File: src/rtl/seq_multiply_n.sv
// Shift-and-add sequential multiplier, N x N -> 2N, signed/unsigned.
// Operands load and product reads go over a BUS_W-bit slice bus.
//
// Ports:
//   MUL_CLK         clock, rising edge
//   RST_N           synchronous reset, active-low
//   DIN             operand load slice
//   LOAD_A, LOAD_B  write DIN into operand slice SEL (IDLE only)
//   SEL             slice index for loads and product readout
//   START           begin multiply of current A and B (IDLE only)
//   SIGNED          two's-complement mode, sampled at START accept
//   BUSY            multiply in progress
//   DONE            product valid, sticky
//   DOUT            product slice SEL (combinational)
module seq_multiply_n #(
    parameter  int N      = 8,
    parameter  int BUS_W  = 4,
    localparam int SLICES = 2 * N / BUS_W,
    localparam int SEL_W  = ($clog2(SLICES) > 1) ? $clog2(SLICES) : 1
) (
    input  logic             MUL_CLK,
    input  logic             RST_N,
    input  logic [BUS_W-1:0] DIN,
    input  logic             LOAD_A,
    input  logic             LOAD_B,
    input  logic [SEL_W-1:0] SEL,
    input  logic             START,
    input  logic             SIGNED,
    output logic             BUSY,
    output logic             DONE,
    output logic [BUS_W-1:0] DOUT
);

    localparam int LD_SLICES = N / BUS_W;
    localparam int CNT_W     = ($clog2(N) > 1) ? $clog2(N) : 1;
    localparam logic [CNT_W-1:0] LAST = CNT_W'(N - 1);

    typedef enum logic {
        S_IDLE = 1'b0,
        S_RUN  = 1'b1
    } state_t;

    state_t           r_state;
    state_t           w_state_nxt;
    logic [N-1:0]     r_a;
    logic [N-1:0]     r_b;
    logic [N-1:0]     r_mcand;
    logic [N-1:0]     r_mplier;
    logic [2*N-1:0]   r_acc;
    logic [2*N-1:0]   r_prod;
    logic [CNT_W-1:0] r_cnt;
    logic             r_neg;
    logic             r_done;

    logic             w_load_ok;
    logic             w_start_ok;
    logic             w_last;
    logic [31:0]      w_sel32;
    logic             w_ld_sel_ok;
    logic             w_rd_sel_ok;
    logic             w_a_sgn;
    logic             w_b_sgn;
    logic [N-1:0]     w_a_mag;
    logic [N-1:0]     w_b_mag;
    logic [2*N-1:0]   w_addend;
    logic [2*N-1:0]   w_acc_nxt;

    assign w_sel32     = 32'(SEL);
    assign w_ld_sel_ok = (w_sel32 < 32'(LD_SLICES));
    assign w_rd_sel_ok = (w_sel32 < 32'(SLICES));

    // In signed mode negative operands are reduced to magnitudes; the
    // most negative value maps onto itself and still reads correctly
    // as an unsigned magnitude.
    assign w_a_sgn = SIGNED & r_a[N-1];
    assign w_b_sgn = SIGNED & r_b[N-1];
    assign w_a_mag = w_a_sgn ? -r_a : r_a;
    assign w_b_mag = w_b_sgn ? -r_b : r_b;

    assign w_addend  = r_mplier[0] ?
                       ({{N{1'b0}}, r_mcand} << r_cnt) : '0;
    assign w_acc_nxt = r_acc + w_addend;

    always_comb begin
        w_state_nxt = r_state;
        w_load_ok   = 1'b0;
        w_start_ok  = 1'b0;
        w_last      = 1'b0;
        unique case (r_state)
            S_IDLE: begin
                w_load_ok = 1'b1;
                if (START) begin
                    w_start_ok  = 1'b1;
                    w_state_nxt = S_RUN;
                end
            end
            S_RUN: begin
                if (r_cnt == LAST) begin
                    w_last      = 1'b1;
                    w_state_nxt = S_IDLE;
                end
            end
            default: w_state_nxt = S_IDLE;
        endcase
    end

    always_ff @(posedge MUL_CLK) begin
        if (!RST_N) begin
            r_state  <= S_IDLE;
            r_a      <= '0;
            r_b      <= '0;
            r_mcand  <= '0;
            r_mplier <= '0;
            r_acc    <= '0;
            r_prod   <= '0;
            r_cnt    <= '0;
            r_neg    <= 1'b0;
            r_done   <= 1'b0;
        end else begin
            r_state <= w_state_nxt;
            if (w_load_ok && w_ld_sel_ok) begin
                if (LOAD_A)
                    r_a[w_sel32*BUS_W +: BUS_W] <= DIN;
                if (LOAD_B)
                    r_b[w_sel32*BUS_W +: BUS_W] <= DIN;
                if (LOAD_A || LOAD_B)
                    r_done <= 1'b0;
            end
            // Working copies take A/B from before this edge, so a
            // same-edge load only affects the next START.
            if (w_start_ok) begin
                r_mcand  <= w_a_mag;
                r_mplier <= w_b_mag;
                r_neg    <= w_a_sgn ^ w_b_sgn;
                r_acc    <= '0;
                r_cnt    <= '0;
                r_done   <= 1'b0;
            end
            if (r_state == S_RUN) begin
                r_acc    <= w_acc_nxt;
                r_mplier <= r_mplier >> 1;
                r_cnt    <= r_cnt + 1'b1;
                if (w_last) begin
                    r_prod <= r_neg ? -w_acc_nxt : w_acc_nxt;
                    r_done <= 1'b1;
                end
            end
        end
    end

    assign BUSY = (r_state == S_RUN);
    assign DONE = r_done;
    assign DOUT = w_rd_sel_ok ? r_prod[w_sel32*BUS_W +: BUS_W] : '0;

endmodule

File: config.mk
export PLATFORM = sky130hd
export DESIGN_NAME = seq_multiply_n
export DESIGN_NICKNAME = d
export VERILOG_FILES = /design/src/rtl/seq_multiply_n.sv
export SDC_FILE = /design/constraint.sdc
export NUM_CORES = 1
export LEC_CHECK = 0
export ABC_AREA = 1
export ABC_CLOCK_PERIOD_IN_PS = 2850
export BUFFER_PORTS_ARGS = -buffer_cell sky130_fd_sc_hd__clkbuf_2
export CAP_MARGIN = 20
export CORE_MARGIN = 3
export CORE_UTILIZATION = 30
export DETAILED_ROUTE_END_ITERATION = 8
export RECOVER_POWER = 50
export SLEW_MARGIN = 20
export SYNTH_ARGS = -nofsm -noshare
export SYNTH_HDL_FRONTEND = slang
export SYNTH_SLANG_ARGS = --single-unit
File: constraint.sdc
create_clock -name MUL_CLK -period 2.85 [get_ports MUL_CLK]
set_input_delay 0.1425 -clock MUL_CLK [delete_from_list [all_inputs] [get_ports MUL_CLK]]
set_output_delay 0.1425 -clock MUL_CLK [all_outputs]
set_load 0.01 [all_outputs]
==> reports/results.txt, run 1 <==
WHS Endpoint = DONE$_SDFF_PN0_
Synth Area in XOR/XNOR = 2.035%
Reg area = 1408 um2
CP startpoint kind = register
CP Cell Sequence = buf_4 -> o21ai_2 -> o21ai_0 -> buf_4 -> o22ai_4 -> ha_4 -> nand2_1 -> inv_1 -> nand3_1 -> nand2_2 -> buf_4 -> nand2_2 -> nand2_1 -> nand2_1 -> nand2_2 -> nor2_1 -> nand2_1 -> nand2_2 -> a21oi_1 -> nor2_1 -> nor2_1
Power density over the cells = 383.9 nW/um2
FF-to-FF path depth = 21
FF-to-FF setup slack = 0.12 ns
Synthesized netlist cell count = 755
Largest net degree at the start of global routing = 33
Met3 routed WL = 474 um
I/O Pins = 18
Worst-Margin Slew = 1.453 ns
Post-Synthesis Cell Area = 4672 um2
TNS Setup = 0 ns
Fmax = 365.8 MHz
CTS Buf Count = 9
Run status = complete, no violations
Static leakage = 0.002817 uW
R2R Path Start = r_cnt[0]$_SDFFE_PN0P_
Max FO, Critical Path = 7
WP data required = 3.08 ns
Ys flop type = dfxtp_1
Fin. max-slew vios = 0
Clk Latency, worst-skew pair = 0.34 ns
Die Y-Extent = 130.8 um
Seq/Total Area, Yosys = 29.99%
H-tree Lvls = 3
Clock buffer depth = 2
TritonCTS clock tree = done
Synth cell types = 34
Top post-synthesis cells by area = dfxtp_1 30%, nand2_1 18%, inv_1 7.4%
Residual DRC = 0
Global placer's final weighted congestion = 0.8488
Final core utilization = 41.29%
Fillers = 1,558
Clock transition at the registers of the reported paths = 0.07 ns
Die ar. = 17,110 um2
Highest routed layer = met4
Hold path startpoint = LOAD_A
WL met1 = 6.978 mm
CTS root buf = clkbuf_16
Post-Syn Nets = 791
Synth Area in Adders = 6.588%
Final Cycle Share = 95.93%
Crit Reg-Reg Endpoint = r_prod[15]$_SDFFE_PN0P_
CP peak stage delay = 0.38 ns
# rows = 44
Via Count = 4,895
Vias per inst = 4.856
Global route overflow = 0
First-iteration detailed-routing DRC count = 307
GRT Total Usage = 15.80%
Final setup vio count = 0
Rel. slew slack = 3.113%
Die X-Extent = 130.8 um
Layout cells sized above 1 = 25.00%
Post-synthesis mux area share = 0.2142%
Area of the multi-input gates = 3276 um2
Slowest cell on the critical path = dfxtp_4
Starting density of the core = 31.43%
Vias in the first global route = 4,352
Crit path time final = 2.734 ns
Routed WL = 13.78 mm
Port Buffers = 17
Synth-to-Final Area Change = 31.36%
CORE AREA = 14,860 um2
Cell taking the most area after synthesis = dfxtp_1
Critical path arrival = 2.96 ns
Initial antenna violation count = 0
Share of the synthesized area in the top cell type = 29.99%
Detailed route wirelength on metal2 = 6.011 mm
Hold path depth = 4
Global-route wire length before repair = 21.45 mm
Reported max-cap violation count = 0
Post-Syn Area per Cell = 6.188 um2
FF+latch count, synth = 70
Routed WL per cell = 13.67 um
Clock skew = 0.007580 ns
Final hold vios = 0
Final nets = 855
Antenna cells = 0
Largest family of logic cells by synthesized area = simple AND/OR/NAND/NOR gates
Ys Warns = 0
Crit path capture type = register
Placed wire-length estimate = 9.790 mm
Compound-cell area share of the yosys netlist = 16.23%
Detail Route Antenna Nets = 0
CTS Sinks = 70
Worst VDD drop = 0.0002990 V
Post-Synth Simple-Gate Area = 34.76%
EDFF count, synth = 0
HP Class = in -> reg
DR pass1 iterations = 4
Kind of critical path = reg -> reg
Asr flop ratio synth = 0%
-- cell families (layout without fill, tap and decap cells) --
logic type,count (synthesis),after routing
compound gates,141,141
xor+xnor,10,10
fa+ha+maj,24,24
buf+inv,126,195
flops,70,70
mux,1,1
simple gates,383,383
-- routing by layer --
metal / vias to the layer above / GRT usage, %
met5: - / 0
met4: 0 / 5.929
met3: 19 / 1.870
met2: 87 / 23.21
met1: 2232 / 23.58
li1: 2557 / -
-- sequential cells by signal, indices dropped and copies added, names as in the netlist --
name and count:
r_acc 16, r_a 8, r_neg 1, r_b 8
r_mcand 8, r_prod 16, r_cnt 3, DONE 1
BUSY 1, r_mplier 8
-- through the flow --
| stage | hold slack (ns) | instances | power, uW | area (um2) | worst slack [ns] |
|---|---|---|---|---|---|
| 2_1_floorplan | 0.2809 | 755 | 1170 | 4672 | 0.004638 |
| 3_3_place_gp | 0.4563 | 979 | 1247 | 5260 | -0.1775 |
| 3_5_place_dp | 0.4625 | 979 | 1247 | 5260 | -0.1966 |
| 4_1_cts | 0.1130 | 996 | 2351 | 5589 | 0.003635 |
| 5_1_grt | 0.1700 | 1008 | 2441 | 6137 | -0.09504 |
| 6_report | 0.1233 | 1008 | 2356 | 6137 | 0.1161 |
-- worst max-delay path by stage --
stage | slack (ns) | depth (start not counted) | start | end
2_1_floorplan | 0.005 | 21 | r_cnt[1]$_SDFFE_PN0P_ | r_prod[10]$_SDFFE_PN0P_
3_3_place_gp | -0.18 | 17 | r_cnt[0]$_SDFFE_PN0P_ | r_prod[11]$_SDFFE_PN0P_
3_5_place_dp | -0.20 | 17 | r_cnt[0]$_SDFFE_PN0P_ | r_prod[11]$_SDFFE_PN0P_
4_1_cts | 0.004 | 19 | r_cnt[0]$_SDFFE_PN0P_ | r_prod[11]$_SDFFE_PN0P_
5_1_grt | -0.1 | 19 | r_cnt[0]$_SDFFE_PN0P_ | r_prod[14]$_SDFFE_PN0P_
6_report | 0.12 | 21 | r_cnt[0]$_SDFFE_PN0P_ | r_prod[15]$_SDFFE_PN0P_
-- timing repair --
item | CTS | global route
buffers inserted | 1 | 12
setup endpoints to repair | 11 | 15
resized for setup | 16 | 119
pin swaps | 3 | 49
hold buffers | 0 | 0
-- critical path, delay by kind of cell, from the launching register on --
family,cells,cell delay (ns)
AOI/OAI and AO/OA,4,0.48
DFF,1,0.38
buffers and inverters,4,0.51
and+or+nand+nor,12,1.00
adders and majority gates,1,0.25
-- layout by cell type (no fill, tap or decap), types with 5 or more instances in the layout --
cell,Yosys,layout
clkbuf_16,0,9
clkbuf_1,20,7
nand2_4,2,8
nand4_1,5,5
xor2_1,9,7
inv_2,8,10
nand2_1,221,188
nor3_1,9,8
ha_1,23,12
a21oi_2,0,5
nand2_2,6,33
nor2_1,79,64
dfxtp_1,70,67
nor2_2,1,9
inv_1,92,89
a31oi_1,6,6
buf_4,0,55
o221ai_1,5,5
o21ai_2,0,7
nand3_2,2,6
ha_4,0,10
o21ai_0,53,43
o22ai_1,11,5
a21oi_1,60,55
clkbuf_2,0,11
nand3_1,47,42
nor2_4,3,10
-- synth_stat cells, types with 9 or more instances --
cell type,number
a21oi_1,60
clkbuf_1,20
dfxtp_1,70
ha_1,23
inv_1,92
nand2_1,221
nand3_1,47
nor2_1,79
nor3_1,9
o21ai_0,53
o22ai_1,11
xor2_1,9
-- cell type report --
cell class | count | area share (%)
repair buffers | 77 | 8.930
inverters | 102 | 6.320
multi-input cells | 559 | 53.37
clock buffers | 9 | 3.670
clock inverters | 7 | 1.019
well taps | 184 | 3.751
flip-flops and latches | 70 | 22.94
-- where the power goes --
group	internal, uW	total (uW)	switching [uW]
clock	609	1100	493
sequential	997	1020	19.0
combinational	80.4	237	157
No activity file was read; power rests on OpenSTA's default activity.
==> run 2: changes to the inputs <==
- RECOVER_POWER: 50 -> not set
==> run 2 against run 1 <==
Sequential share of layout area is essentially flat; non-clock buffer count is the same; utilization grew 0.076 points; clock-buffer cell count is the same; fmax is essentially flat; design area grew 0.18%; first-iteration DRC count shrank 5.5%; clock power is essentially flat; via count grew 0.33%; combinational power is essentially flat; critical endpoint unchanged; largest power group unchanged; highest routed layer unchanged.
==> reports/results.txt, run 2 (synthesis gave the netlist of run 1 again) <==
Run status = complete, no violations
CORE AREA = 14,860 um2 (unchanged)
Reg area = 1408 um2 (unchanged)
Antenna cells = 0 (unchanged)
Final setup vio count = 0 (unchanged)
TritonCTS clock tree = done
Layout cells sized above 1 = 25.85% (+0.85 points)
TNS Setup = 0 ns (unchanged)
Die X-Extent = 130.8 um (unchanged)
Area of the multi-input gates = 3276 um2 (unchanged)
# rows = 44 (unchanged)
Largest net degree at the start of global routing = 33 (unchanged)
Crit path capture type = register
Global-route wire length before repair = 21.45 mm (unchanged)
Port Buffers = 17 (unchanged)
Clock skew = 0.009160 ns (+0.001580 ns)
Crit path time final = 2.733 ns (-0.0008870 ns)
CP startpoint kind = register
Hold Buf Count CTS = 0 (unchanged)
Final core utilization = 41.36% (+0.076 points)
Detail Route Antenna Nets = 0 (unchanged)
Initial antenna violation count = 0 (unchanged)
Worst VDD drop = 0.0002973 V (-0.57%)
Power density over the cells = 383.5 nW/um2 (-0.11%)
Max FO, Critical Path = 7 (unchanged)
Synth-to-Final Area Change = 31.60%
DR pass1 iterations = 5 (+1)
Reported max-cap violation count = 0 (unchanged)
Kind of critical path = reg -> reg
Global route overflow = 0 (unchanged)
Hold path startpoint = LOAD_A
Clock buffer depth = 2 (unchanged)
Final hold vios = 0 (unchanged)
HP Class = in -> reg
Family with the most delay on the worst path = simple AND/OR/NAND/NOR gates
Worst-Margin Slew = 0.6150 ns (-0.8383 ns)
Clk Latency, worst-skew pair = 0.34 ns (about the same)
Die ar. = 17,110 um2 (unchanged)
CTS root buf = clkbuf_16
Die Y-Extent = 130.8 um (unchanged)
Fmax = 365.9 MHz (about the same)
CP Cell Sequence = buf_4 -> o21ai_2 -> o21ai_0 -> buf_4 -> o22ai_4 -> ha_4 -> nand2_1 -> inv_1 -> nand3_1 -> nand2_2 -> buf_4 -> nand2_2 -> nand2_1 -> nand2_1 -> nand2_2 -> nor2_1 -> nand2_1 -> nand2_2 -> a21oi_1 -> nor2_1 -> nor2_1
I/O Pins = 18 (unchanged)
Final Worst Setup Slack = 0.1169 ns (+0.0008870 ns)
Setup WS pre-CTS = -0.1966 ns (unchanged)
Residual DRC = 0 (unchanged)
H-tree Lvls = 3 (unchanged)
Global placer's final weighted congestion = 0.8488 (unchanged)
Via Count = 4,911 (+0.33%)
Static leakage = 0.002840 uW (+0.82%)
Final Cycle Share = 95.90% (about the same)
WP data required = 3.08 ns (about the same)
R2R Path Start = r_cnt[0]$_SDFFE_PN0P_
CTS Sinks = 70 (unchanged)
Top Registers = r_acc: 16 flops, r_prod: 16 flops
Clock transition at the registers of the reported paths = 0.07 ns (about the same)
Starting density of the core = 31.43% (unchanged)
Vias per inst = 4.872 (+0.33%)
Routed WL per cell = 13.64 um (-0.26%)
Crit. Startpoint = r_cnt[0]$_SDFFE_PN0P_
Most common cell after layout, fill and taps aside = nand2_1
CP Buf/Inv Count = 4 (unchanged)
CTS Buf Count = 9 (unchanged)
Placed wire-length estimate = 9.790 mm (unchanged)
GRT Total Usage = 15.80% (unchanged)
Critical path arrival = 2.96 ns (about the same)
Fillers = 1,552 (-0.39%)
Routed WL = 13.75 mm (-0.26%)
Final nets = 855 (unchanged)
CP peak stage delay = 0.38 ns (about the same)
Commonest cells after routing, fill and taps aside = 188 x nand2_1, 89 x inv_1, 67 x dfxtp_1
Rel. slew slack = 58.95% (+56 points)
Vias in the first global route = 4,352 (unchanged)
Fin. max-slew vios = 0 (unchanged)
First-iteration detailed-routing DRC count = 290 (-5.5%)
Min Hold Slack = 0.1229 ns (-0.0004750 ns)
Slowest cell on the critical path = dfxtp_4
## run 2: changes by cell type in the layout (fill, tap and decap cells not counted), sizes merged
cell	previous run	this run
buf	59	60
clkbuf	27	26
## run 2: timing repair
action	4_1_cts	5_1_grt
pin swaps	3	49
endpoints found under the setup margin	11	15
setup buffers	1	12
resized for setup	16	119
## run 2: worst paths after layout
path	cells after the start	end	slack [ns]
worst min-delay path	4	DONE$_SDFF_PN0_	0.12
worst min register to register	2	r_acc[13]$_SDFFE_PN0P_	0.48
worst max register to register	21	r_prod[15]$_SDFFE_PN0P_	0.12
worst max-delay path	21	r_prod[15]$_SDFFE_PN0P_	0.12
## run 2: worst min-delay path: stages
cell and delay (ns):
clkbuf_2 0.08, nand2_1 0.06, nand4_1 0.07, a21oi_1 0.06
## run 2: layer usage
layer  global-route usage (%)  wire length [um]  up-vias
met4                    5.929               315        0
li1                         -                 -     2557
met1                    23.58              6955     2238
met3                    1.870               483       20
met5                        0                 0        -
met2                    23.21              5990       96
## run 2: layout make-up
type	count	area share [%]
multi-input cells	559	53.28
clock buffers	9	3.663
repair buffers	77	9.096
well taps	184	3.744
flip-flops and latches	70	22.89
clock inverters	7	1.018
inverters	102	6.309
## run 2: report_power, final
part / switching (uW) / total (uW) / leakage, uW / internal, uW
clock network: 493 / 1100 / 0.000139 / 609
registers: 19.1 / 1020 / 0.000568 / 997
logic: 156 / 239 / 0.00213 / 82.3
## run 2: per-stage QoR
step	power, uW	instance area, um2	instances
final	2358	6148	1008
after global routing	2443	6148	1008
after CTS	2351	5589	996
after detailed placement	1247	5260	979
after global placement	1247	5260	979
after floorplan	1170	4672	755
